$ cat src/rtl/cfg_wr_arb.sv
// Two-requester round-robin arbiter for the configuration-register write port.
// Requester A (UART) is barred from a protected address window and can be locked out by the CPU.
module cfg_wr_arb #(
  parameter int            AW        = 8,
  parameter int            DW        = 8,
  parameter logic [AW-1:0] PROT_BASE = 8'hF0
) (
  input  logic          clk,
  input  logic          reset,
  input  logic          a_we,
  input  logic [AW-1:0] a_addr,
  input  logic [DW-1:0] a_dat,
  output logic          a_busy,
  input  logic          b_we,
  input  logic [AW-1:0] b_addr,
  input  logic [DW-1:0] b_dat,
  output logic          b_busy,
  input  logic          lock,
  output logic          wr_en,
  output logic [AW-1:0] wr_addr,
  output logic [DW-1:0] wr_dat,
  output logic          wr_id,
  input  logic          wr_rdy,
  output logic          a_ovf,
  output logic          a_perr,
  output logic          b_ovf,
  input  logic          err_clr
);

  typedef enum logic {IDLE, ISSUE} state_t;

  localparam logic ID_A = 1'b0;
  localparam logic ID_B = 1'b1;

  state_t        state;
  logic          last;
  logic          pend_a, pend_b;
  logic [AW-1:0] a_addr_q, b_addr_q;
  logic [DW-1:0] a_dat_q, b_dat_q;

  logic xfer, xfer_a, xfer_b;
  logic a_prot, a_free, b_free;
  logic a_cap, a_drop, b_cap, b_drop;
  logic elig_a, elig_b;
  logic sel_valid, sel_id;

  // A buffer is also free while its own entry is being accepted, so a back-to-back
  // strobe from the same requester refills it without loss.
  assign xfer   = wr_en && wr_rdy;
  assign xfer_a = xfer && (wr_id == ID_A);
  assign xfer_b = xfer && (wr_id == ID_B);

  assign a_prot = a_addr >= PROT_BASE;
  assign a_free = !pend_a || xfer_a;
  assign b_free = !pend_b || xfer_b;

  assign a_cap  = a_we && !a_prot && a_free;
  assign a_drop = a_we && !a_prot && !a_free;
  assign b_cap  = b_we && b_free;
  assign b_drop = b_we && !b_free;

  assign elig_a = pend_a && !lock;
  assign elig_b = pend_b;

  assign a_busy = pend_a;
  assign b_busy = pend_b;

  // NOTE: every always_comb output gets a default first so no path leaves it unassigned (no latch).
  always_comb begin
    sel_valid = elig_a || elig_b;
    sel_id    = ID_A;
    if (elig_a && elig_b) sel_id = ~last;
    else if (elig_b)      sel_id = ID_B;
  end

  // NOTE: sequential state uses non-blocking assignments so all registers update from pre-edge values.
  always_ff @(posedge clk or posedge reset) begin
    if (reset) begin
      pend_a <= 1'b0;
      pend_b <= 1'b0;
    end else begin
      if (a_cap)       pend_a <= 1'b1;
      else if (xfer_a) pend_a <= 1'b0;
      if (b_cap)       pend_b <= 1'b1;
      else if (xfer_b) pend_b <= 1'b0;
    end
  end

  // NOTE: buffer payloads are not reset; they are only ever read while the matching pend bit is set.
  always_ff @(posedge clk) begin
    if (a_cap) begin
      a_addr_q <= a_addr;
      a_dat_q  <= a_dat;
    end
    if (b_cap) begin
      b_addr_q <= b_addr;
      b_dat_q  <= b_dat;
    end
  end

  always_ff @(posedge clk or posedge reset) begin
    if (reset) begin
      state   <= IDLE;
      last    <= ID_B;
      wr_en   <= 1'b0;
      wr_id   <= ID_A;
      wr_addr <= '0;
      wr_dat  <= '0;
    end else begin
      case (state)
        IDLE: begin
          if (sel_valid) begin
            wr_en   <= 1'b1;
            wr_id   <= sel_id;
            wr_addr <= (sel_id == ID_B) ? b_addr_q : a_addr_q;
            wr_dat  <= (sel_id == ID_B) ? b_dat_q  : a_dat_q;
            state   <= ISSUE;
          end
        end
        ISSUE: begin
          if (wr_rdy) begin
            wr_en <= 1'b0;
            last  <= wr_id;
            state <= IDLE;
          end
        end
        default: begin
          wr_en <= 1'b0;
          state <= IDLE;
        end
      endcase
    end
  end

  // Setting a sticky flag wins over a coincident clear.
  always_ff @(posedge clk or posedge reset) begin
    if (reset) begin
      a_ovf  <= 1'b0;
      a_perr <= 1'b0;
      b_ovf  <= 1'b0;
    end else begin
      if (a_drop)       a_ovf <= 1'b1;
      else if (err_clr) a_ovf <= 1'b0;
      if (a_we && a_prot) a_perr <= 1'b1;
      else if (err_clr)   a_perr <= 1'b0;
      if (b_drop)       b_ovf <= 1'b1;
      else if (err_clr) b_ovf <= 1'b0;
    end
  end

endmodule

$ cat config.mk
export PLATFORM = sky130hd
export DESIGN_NAME = cfg_wr_arb
export DESIGN_NICKNAME = d
export VERILOG_FILES = /design/src/rtl/cfg_wr_arb.sv
export SDC_FILE = /design/constraint.sdc
export NUM_CORES = 1
export LEC_CHECK = 0
export ABC_AREA = 1
export BUFFER_PORTS_ARGS = -buffer_cell sky130_fd_sc_hd__buf_2
export CAP_MARGIN = 0
export CORE_MARGIN = 10
export CORE_UTILIZATION = 54
export CTS_BUF_LIST = sky130_fd_sc_hd__clkbuf_8
export DETAILED_ROUTE_END_ITERATION = 16
export GPL_TIMING_DRIVEN = 0
export PLACE_DENSITY = 0.78
export SKIP_LAST_GASP = 1
export SYNTH_ARGS = -nofsm -noshare
export SYNTH_HDL_FRONTEND = slang
export SYNTH_SLANG_ARGS = --single-unit
$ cat constraint.sdc
create_clock -name clk -period 2.7 [get_ports clk]
set_clock_uncertainty 0.15 [all_clocks]
set_input_delay 0 -clock clk [delete_from_list [all_inputs] [get_ports clk]]
set_output_delay 0 -clock clk [all_outputs]
set_load 0.02 [all_outputs]
==> After elaboration in Yosys (flattened, before gate mapping) <==
Index checks and enable logic that the tools add are counted.
W data, S select, Z words.
{ "word_totals": {"mem_bits_ro": 0, "elab_cells": 67, "n_memories": 0, "register_bits": 57, "latchBits": 0, "out_inout_bits": 23, "inputBits": 39, "ram_bits": 0} }
{ "op_classes": {"n_eq_ne": 2, "n_addsub": 0, "n_div": 0, "n_reduce_logical": 28, "mul": 0, "order_cmp": 1, "n_mux": 18, "bitwise": 3, "shift": 0} }
{ "ops": {"columns": ["cell", "n"], "rows": [
  ["$mux W8", 2],
  ["$mux W1", 14],
  ["$logic_and A1 B1 Y1", 11],
  ["$reduce_bool A2 Y1", 5],
  ["$ge A8 B8 Y1 const B", 1],
  ["$logic_not A1 Y1", 6],
  ["$reduce_and A2 Y1", 3],
  ["$ne A2 B2 Y1 const B", 2],
  ["$pmux W1 S2", 2],
  ["$logic_or A1 B1 Y1", 3],
  ["$not A1 Y1", 3]
]} }

==> Depth between registers and ports, before layout <==
Gate-level depths: netlist of the first run.
{ "logic_depth": {"depth_word": 6, "ltp_mapped": 7, "mapped_depth_nobuf": 6} }

==> Worst setup path before layout of the first run <==
No wires, ideal clock.
{ "synth_path": {"kind": "reg-to-reg", "from": "register pend_b, in the netlist b_busy", "to": "register b_addr_q[0] (enable)", "stages_incl_launch_ff": 4, "setup_slack_ns": 0.470, "path_buffers": 2, "setup_ns": 0.394, "t_required_ns": 2.156, "arrival_time_ns": 1.685, "period_less_slack_ns": 2.230, "cell_sequence": "dfrtp_1 > buf_2 > buf_2 > a21oi_1"} }
{ "synth_between": {"elab_chain_len": 3} }
{ "synth_rtl": {"columns": ["element", "line_no", "text"], "rows": [
  ["start, declared", "37", "logic pend_a, pend_b;"],
  ["start signal, assigned", "80", "pend_b <= 1'b0;"],
  ["start signal, assigned", "84", "if (b_cap) pend_b <= 1'b1;"],
  ["start signal, assigned", "85", "else if (xfer_b) pend_b <= 1'b0;"],
  ["$logic_not A1 Y1", "55", "assign b_free = !pend_b || xfer_b;"],
  ["$logic_or A1 B1 Y1", "55", null],
  ["$logic_and A1 B1 Y1", "59", "assign b_cap = b_we && b_free;"],
  ["named net b_cap", "43", "logic a_cap, a_drop, b_cap, b_drop;"],
  ["end signal, assigned", "96", "b_addr_q <= b_addr;"],
  ["end, declared", "38", "logic [AW-1:0] a_addr_q, b_addr_q;"]
]} }
The timed path passes the listed nets, and every way through them passes these cells.
A chain may end at the register's enable or synchronous reset.

==> Worst setup path after layout of the first run <==
{ "layout_path": {"from": "register pend_b, in the netlist b_busy", "to": "register b_dat_q[5] (enable)"} }
{ "layout_between": {"elab_chain_len": 3} }
{ "layout_rtl": {"columns": ["element", "line_no", "text"], "rows": [
  ["$logic_not A1 Y1", "55", null],
  ["$logic_or A1 B1 Y1", "55", null],
  ["$logic_and A1 B1 Y1", "59", null],
  ["named net b_cap", "43", null],
  ["end signal, assigned", "97", "b_dat_q <= b_dat;"],
  ["end, declared", "39", "logic [DW-1:0] a_dat_q, b_dat_q;"]
]} }
The timed path passes the listed nets, and every way through them passes these cells.

==> impl_metrics.toml, run 1 <==
[synthesis]
synth.largest_area_cell = "edfxtp_1"
synth_nets = 254
synth-edff-count = 32
syn_inst = 215
ys.flop_type = "edfxtp_1"
ys_seq_area_share_pct = 69.5
synth_cell_types = 15
synthTopCellsByArea = "edfxtp_1, dfrtp_1, nand2_1"
async_flop_share_pct = 43.9
synth_area_um2 = 2290
yosys_warnings = 0
synthTopCellsByCount = "nand2_1, inv_1, nand3_1"
synth_area_per_cell_um2 = 10.6
synth-seq-cells = 57
yosysMostFrequentCell = "nand2_1"
synth_top_area_share_pct = 42.0

[clock_network]
htreeDepth = 3
cts_buffers = 9
cts_root_buf = "clkbuf_8"
cts_resized = 0
clock-sinks = 57
clock_tree.buffer_depth = 2
cts_tree = "done"
clkTransAtPathRegs_ns = 0.06
clk_latency_ns = 0.32

[placed_design]
globalplace.congestion = 0.776
hpwl_mm = 3.57
numPortBuffers = 61

[pwr]
ir_worst_vdd_mv = 0.473
p_per_area_nw_per_um2 = 971
power.leakage_nw = 1.61

[timing]
finalHoldViolations = 0
setup_viol = 0
maxSlewViolCount = 0
relSlewSlack_pct = 33.7
tightest_slew_ns = 0.994
rsz0062_at_grt = "false"
post-route-min-period_ns = 2.04
fmax_mhz = 491
holdWs_ns = 0.0483
finalCritPeriodShare_pct = 75.5
setup_tns_ns = 0

[critical_path]
start_kind = "flip-flop"
crit_required_ns = 2.50
worst-path-max-fanout = 16
r2r_end = "b_dat_q[5]$_DFFE_PP_"
reg2regPathDepth = 3
critical_path_class = "reg2reg"
cp.arrival_ns = 1.84
cp-startpoint = "b_busy$_DFFE_PP0P_"
r2r-start = "b_busy$_DFFE_PP0P_"
worst-r2r-setup-slack_ns = 0.66
crit_path_end_kind = "flip-flop"

[layout]
diodes = 0
n_fill_cell = 253
area_growth_pct = 41.2
drive_gt1_share_pct = 26.3
nets = 365

[grt]
antenna_found_initial = 0
grt_pass1_vias = 1896
grt_max_degree = 26
grtUsageTotal_pct = 16.3
overflow = 0
grt_pass1_wl_mm = 9.27

[routing]
drt_wl_total_mm = 5.58
dr.pass1.iters = 4
drt-wirelength-per-cell_um = 14.7
drt-vias-per-instance = 4.73
ant_nets = 0
drt_iter0_markers = 104
drc_errors = 0
vias = 1801

[status]
run_status = "completed"

[worst_hold_path]
min_path_cells = 6
hold_path_startpoint = "lock"
min_to = "wr_dat[3]$_DFFE_PP0P_"
hp-class = "in2reg"

[floorplanning]
die_x_um = 85.1
start_util_pct = 56.3
core_um2 = 4060
die_h_um = 85.1
num_rows = 23
dieArea_um2 = 7240
io_pins = 62

[run]
maxCapViolCount = 0
## through the flow
step	cell area (um^2)	power (W)	util (%)	setup slack (ns)	std cells
after global routing	3230	0.00335	79.5	0.516	381
final	3230	0.00313	79.5	0.662	381
after CTS	3230	0.00314	79.5	0.614	381
after floorplan	2290	0.00203	-	0.470	215
after global placement	2650	0.00236	65.4	0.108	326
after detailed placement	2660	0.00241	65.6	0.623	326
## power by group
| part | internal, W | switching (W) |
|---|---|---|
| Clock | 0.000371 | 0.000321 |
| Combinational | 0.000397 | 0.000725 |
| Sequential | 0.00119 | 0.000126 |
| Total | 0.00196 | 0.00117 |
## worst max-delay path: stages, from the launching register on
cell and delay, ns:
dfrtp_1 0.39, buf_2 0.20, buf_2 0.21, a21oi_2 0.70
## repair_timing
item,in CTS,in global routing
setup buffers,0,0
endpoints found under the hold margin,64,0
hold buffers,39,0
## logic make-up (layout without fill, tap and decap cells)
logic type | Yosys count | after routing | share of synthesized area [%]
AND/OR/NAND/NOR | 100 | 100 | 18.9
flip-flops | 57 | 57 | 69.5
buffers and inverters | 48 | 164 | 8.81
AO/OA/AOI/OAI | 10 | 10 | 2.79
## worst max path at each step
stage | cells past startpoint | to
2_1_floorplan | 3 | b_addr_q[0]$_DFFE_PP_
3_3_place_gp | 3 | b_addr_q[0]$_DFFE_PP_
3_5_place_dp | 3 | b_addr_q[1]$_DFFE_PP_
4_1_cts | 3 | b_dat_q[5]$_DFFE_PP_
5_1_grt | 3 | b_dat_q[4]$_DFFE_PP_
6_report | 3 | b_dat_q[5]$_DFFE_PP_
## layout make-up
| type | count | area [um^2] | area share (%) |
|---|---|---|---|
| buffer | 7 | 47.5 | 1.47 |
| multi-input combinational | 110 | 504 | 15.6 |
| inverter | 41 | 154 | 4.77 |
| timing repair buffer | 100 | 696 | 21.6 |
| clock inverter | 5 | 23.8 | 0.737 |
| tap | 50 | 62.6 | 1.94 |
| sequential | 57 | 1590 | 49.2 |
| clock buffer | 11 | 151 | 4.69 |
## state kept, by name, summed over array words and instances (netlist names)
signal and cells:
a_perr 1, a_dat_q 8, b_addr_q 8, b_ovf 1, a_ovf 1, state 1
a_addr_q 8, a_busy 1, b_busy 1, b_dat_q 8, last 1, wr_id 1
wr_addr 8, wr_dat 8, wr_en 1
## cell usage in the layout, fill, tap and decap left out, drive strengths merged
master and n:
nand2 63, dfrtp 24, buf 68, nand3 36
clkinvlp 1, dlygate4sd3 39, clkbuf 11, o22ai 2
nor2 1, inv 43, edfxtp 32, o21ai 5
clkinv 2, dfstp 1, a21oi 3
## routing by layer
layer / routed length, um / share of wire [%] / vias to the layer above / track usage, %
met1: 2200 / 39 / 823 / 17.4
met2: 2960 / 53 / 62 / 28.3
met5: 0 / 0 / - / 0
met4: 75 / 1.3 / 0 / 6.14
met3: 350 / 6.3 / 7 / 6.41
li1: - / - / 909 / -
Note: power is estimated with default switching activity, not from simulation.
==> run 2: changes to the inputs <==
ABC_AREA = 0   (was 1)
PLACE_DENSITY = 0.77   (was 0.78)
clock period = 2.1 ns   (was 2.7 ns; I/O delays follow)
==> run 2 against run 1 <==
Core utilization decreased by 3.0 points. Via count up 1.7%. Register-to-register slack worse by 0.47 ns. Synthesized cell count is 15% lower. Cell count decreased by 8.1%. Non-clock buffer count increased by 6. Combinational power fell by 22%. Clock power increased by 17%. Critical path type unchanged. Worst setup slack got worse by 0.47 ns.
==> impl_metrics.toml, run 2 <==
[floorplanning]
num_rows = 24
die_x_um = 86.5
dieArea_um2 = 7480
io_pins = 62
start_util_pct = 55.2
die_h_um = 86.5
core_um2 = 4320

[routing]
drt-vias-per-instance = 5.23
drt-wirelength-per-cell_um = 16.4
drt_wl_total_mm = 5.75
dr.pass1.iters = 4
ant_nets = 0
drt_iter0_markers = 226
drc_errors = 0
vias = 1832

[clock_network]
htreeDepth = 3
cts_root_buf = "clkbuf_8"
clk_latency_ns = 0.34
clock_tree.buffer_depth = 2
cts_buffers = 9
clkTransAtPathRegs_ns = 0.06
cts_tree = "done"
clock-sinks = 57

[synthesis]
synth.largest_area_cell = "edfxtp_1"
syn_inst = 182
synth_nets = 221
synth_area_um2 = 2390
synth_area_per_cell_um2 = 13.1
synthTopCellsByCount = "edfxtp_1, dfrtp_1, inv_1"
ys.flop_type = "edfxtp_1"
async_flop_share_pct = 43.9
synth_cell_types = 27
synth_top_area_share_pct = 40.2
synthTopCellsByArea = "edfxtp_1, dfrtp_1, a221oi_1"
synth-edff-count = 32
ys_seq_area_share_pct = 66.5
synth-seq-cells = 57
yosys_warnings = 0
yosysMostFrequentCell = "edfxtp_1"

[critical_path]
reg2regPathDepth = 3
crit_required_ns = 1.91
worst-r2r-setup-slack_ns = 0.19
r2r-start = "b_busy$_DFFE_PP0P_"
crit_path_end_kind = "flip-flop"
critical_path_class = "reg2reg"
r2r_end = "b_addr_q[2]$_DFFE_PP_"
cp.arrival_ns = 1.73
worst-path-max-fanout = 16
start_kind = "flip-flop"

[pwr]
power_w = 0.00316
power.leakage_nw = 1.42
ir_worst_vdd_mv = 0.533
p_per_area_nw_per_um2 = 953

[worst_hold_path]
hp-class = "in2reg"
min_to = "wr_addr[0]$_DFFE_PP0P_"
hold_path_startpoint = "lock"
min_path_cells = 5

[grt]
grt_pass1_vias = 1856
grt_max_degree = 26
antenna_found_initial = 0
overflow = 0
grt_pass1_wl_mm = 9.35
grtUsageTotal_pct = 16.3

[timing]
finalWorstSetupSlack_ns = 0.188
rsz0062_at_grt = "false"
relSlewSlack_pct = 34.5
post-route-min-period_ns = 1.91
finalCritPeriodShare_pct = 91.0
finalHoldViolations = 0
setup_tns_ns = 0
fmax_mhz = 523
setup_viol = 0
tightest_slew_ns = 0.982
maxSlewViolCount = 0

[layout]
final_common_cell = "buf_2"
diodes = 0
nets = 332
area_growth_pct = 38.6
drive_gt1_share_pct = 31.2
final_cell_mix = "buf_2, dlygate4sd3_1, edfxtp_1"

[run]
maxCapViolCount = 0

[placed_design]
hpwl_mm = 3.85
globalplace.congestion = 0.742
numPortBuffers = 61
preCtsSetupSlack_ns = 0.0621

[status]
run_status = "completed"
run 2: how the worst max path moves through the flow:
stage	startpoint	depth (start not counted)	to
final	b_busy$_DFFE_PP0P_	3	b_addr_q[2]$_DFFE_PP_
after global routing	b_busy$_DFFE_PP0P_	3	b_addr_q[3]$_DFFE_PP_
after CTS	wr_id$_DFFE_PP0P_	2	a_dat_q[2]$_DFFE_PP_
after detailed placement	wr_id$_DFFE_PP0P_	2	a_dat_q[0]$_DFFE_PP_
after global placement	wr_id$_DFFE_PP0P_	2	a_dat_q[6]$_DFFE_PP_
after floorplan	wr_en$_DFFE_PP0P_	3	a_addr_q[0]$_DFFE_PP_
run 2: through the flow:
stage	util (%)	area, um^2	std cells	hold WS [ns]
after floorplan	-	2390	182	-0.123
after CTS	76.4	3310	350	0.146
after global routing	76.6	3310	350	0.213
after detailed placement	63.9	2760	295	0.0281
after global placement	63.9	2760	295	0.0272
final	76.6	3310	350	0.169
run 2: logic make-up after synthesis:
family / share of synthesized area, %
AND/OR/NAND/NOR: 7.75
AO/OA/AOI/OAI: 18.5
flip-flops: 66.5
buffers and inverters: 6.76
multiplexers: 0.471
run 2: power by group:
group          internal, W  switching, W  total [W]
logic             0.000357      0.000516   0.000872
registers          0.00138     0.0000918    0.00147
clock network     0.000403      0.000409   0.000813
total              0.00214       0.00102    0.00316
run 2: final cells by class:
| class | instances | area [um^2] |
|---|---|---|
| Buffer | 13 | 75.1 |
| Clock buffer | 9 | 124 |
| Clock inverter | 7 | 30.0 |
| Fill cell | 280 | 1010 |
| Inverter | 23 | 86.3 |
| Multi-Input combinational cell | 89 | 647 |
| Sequential cell | 57 | 1590 |
| Tap cell | 52 | 65.1 |
| Timing Repair Buffer | 100 | 696 |
run 2: what timing repair did:
action	4_1_cts	5_1_grt
buffers inserted	0	0
endpoints found under the hold margin	64	0
gates resized for setup	0	1
setup endpoints to repair	0	16
hold buffers	39	0
run 2: layer usage:
| metal | track usage [%] | part of all wire [%] | vias up |
|---|---|---|---|
| li1 | - | - | 886 |
| met1 | 18.6 | 42 | 874 |
| met2 | 26.2 | 50 | 59 |
| met3 | 6.29 | 6.7 | 13 |
| met4 | 7.95 | 2.2 | 0 |
| met5 | 0 | 0 | - |
run 2: critical path, cell delays in order (launching register included):
cell and delay, ns:
dfrtp_1 0.47, clkbuf_1 0.23, nand2_1 0.11, and2_1 0.57
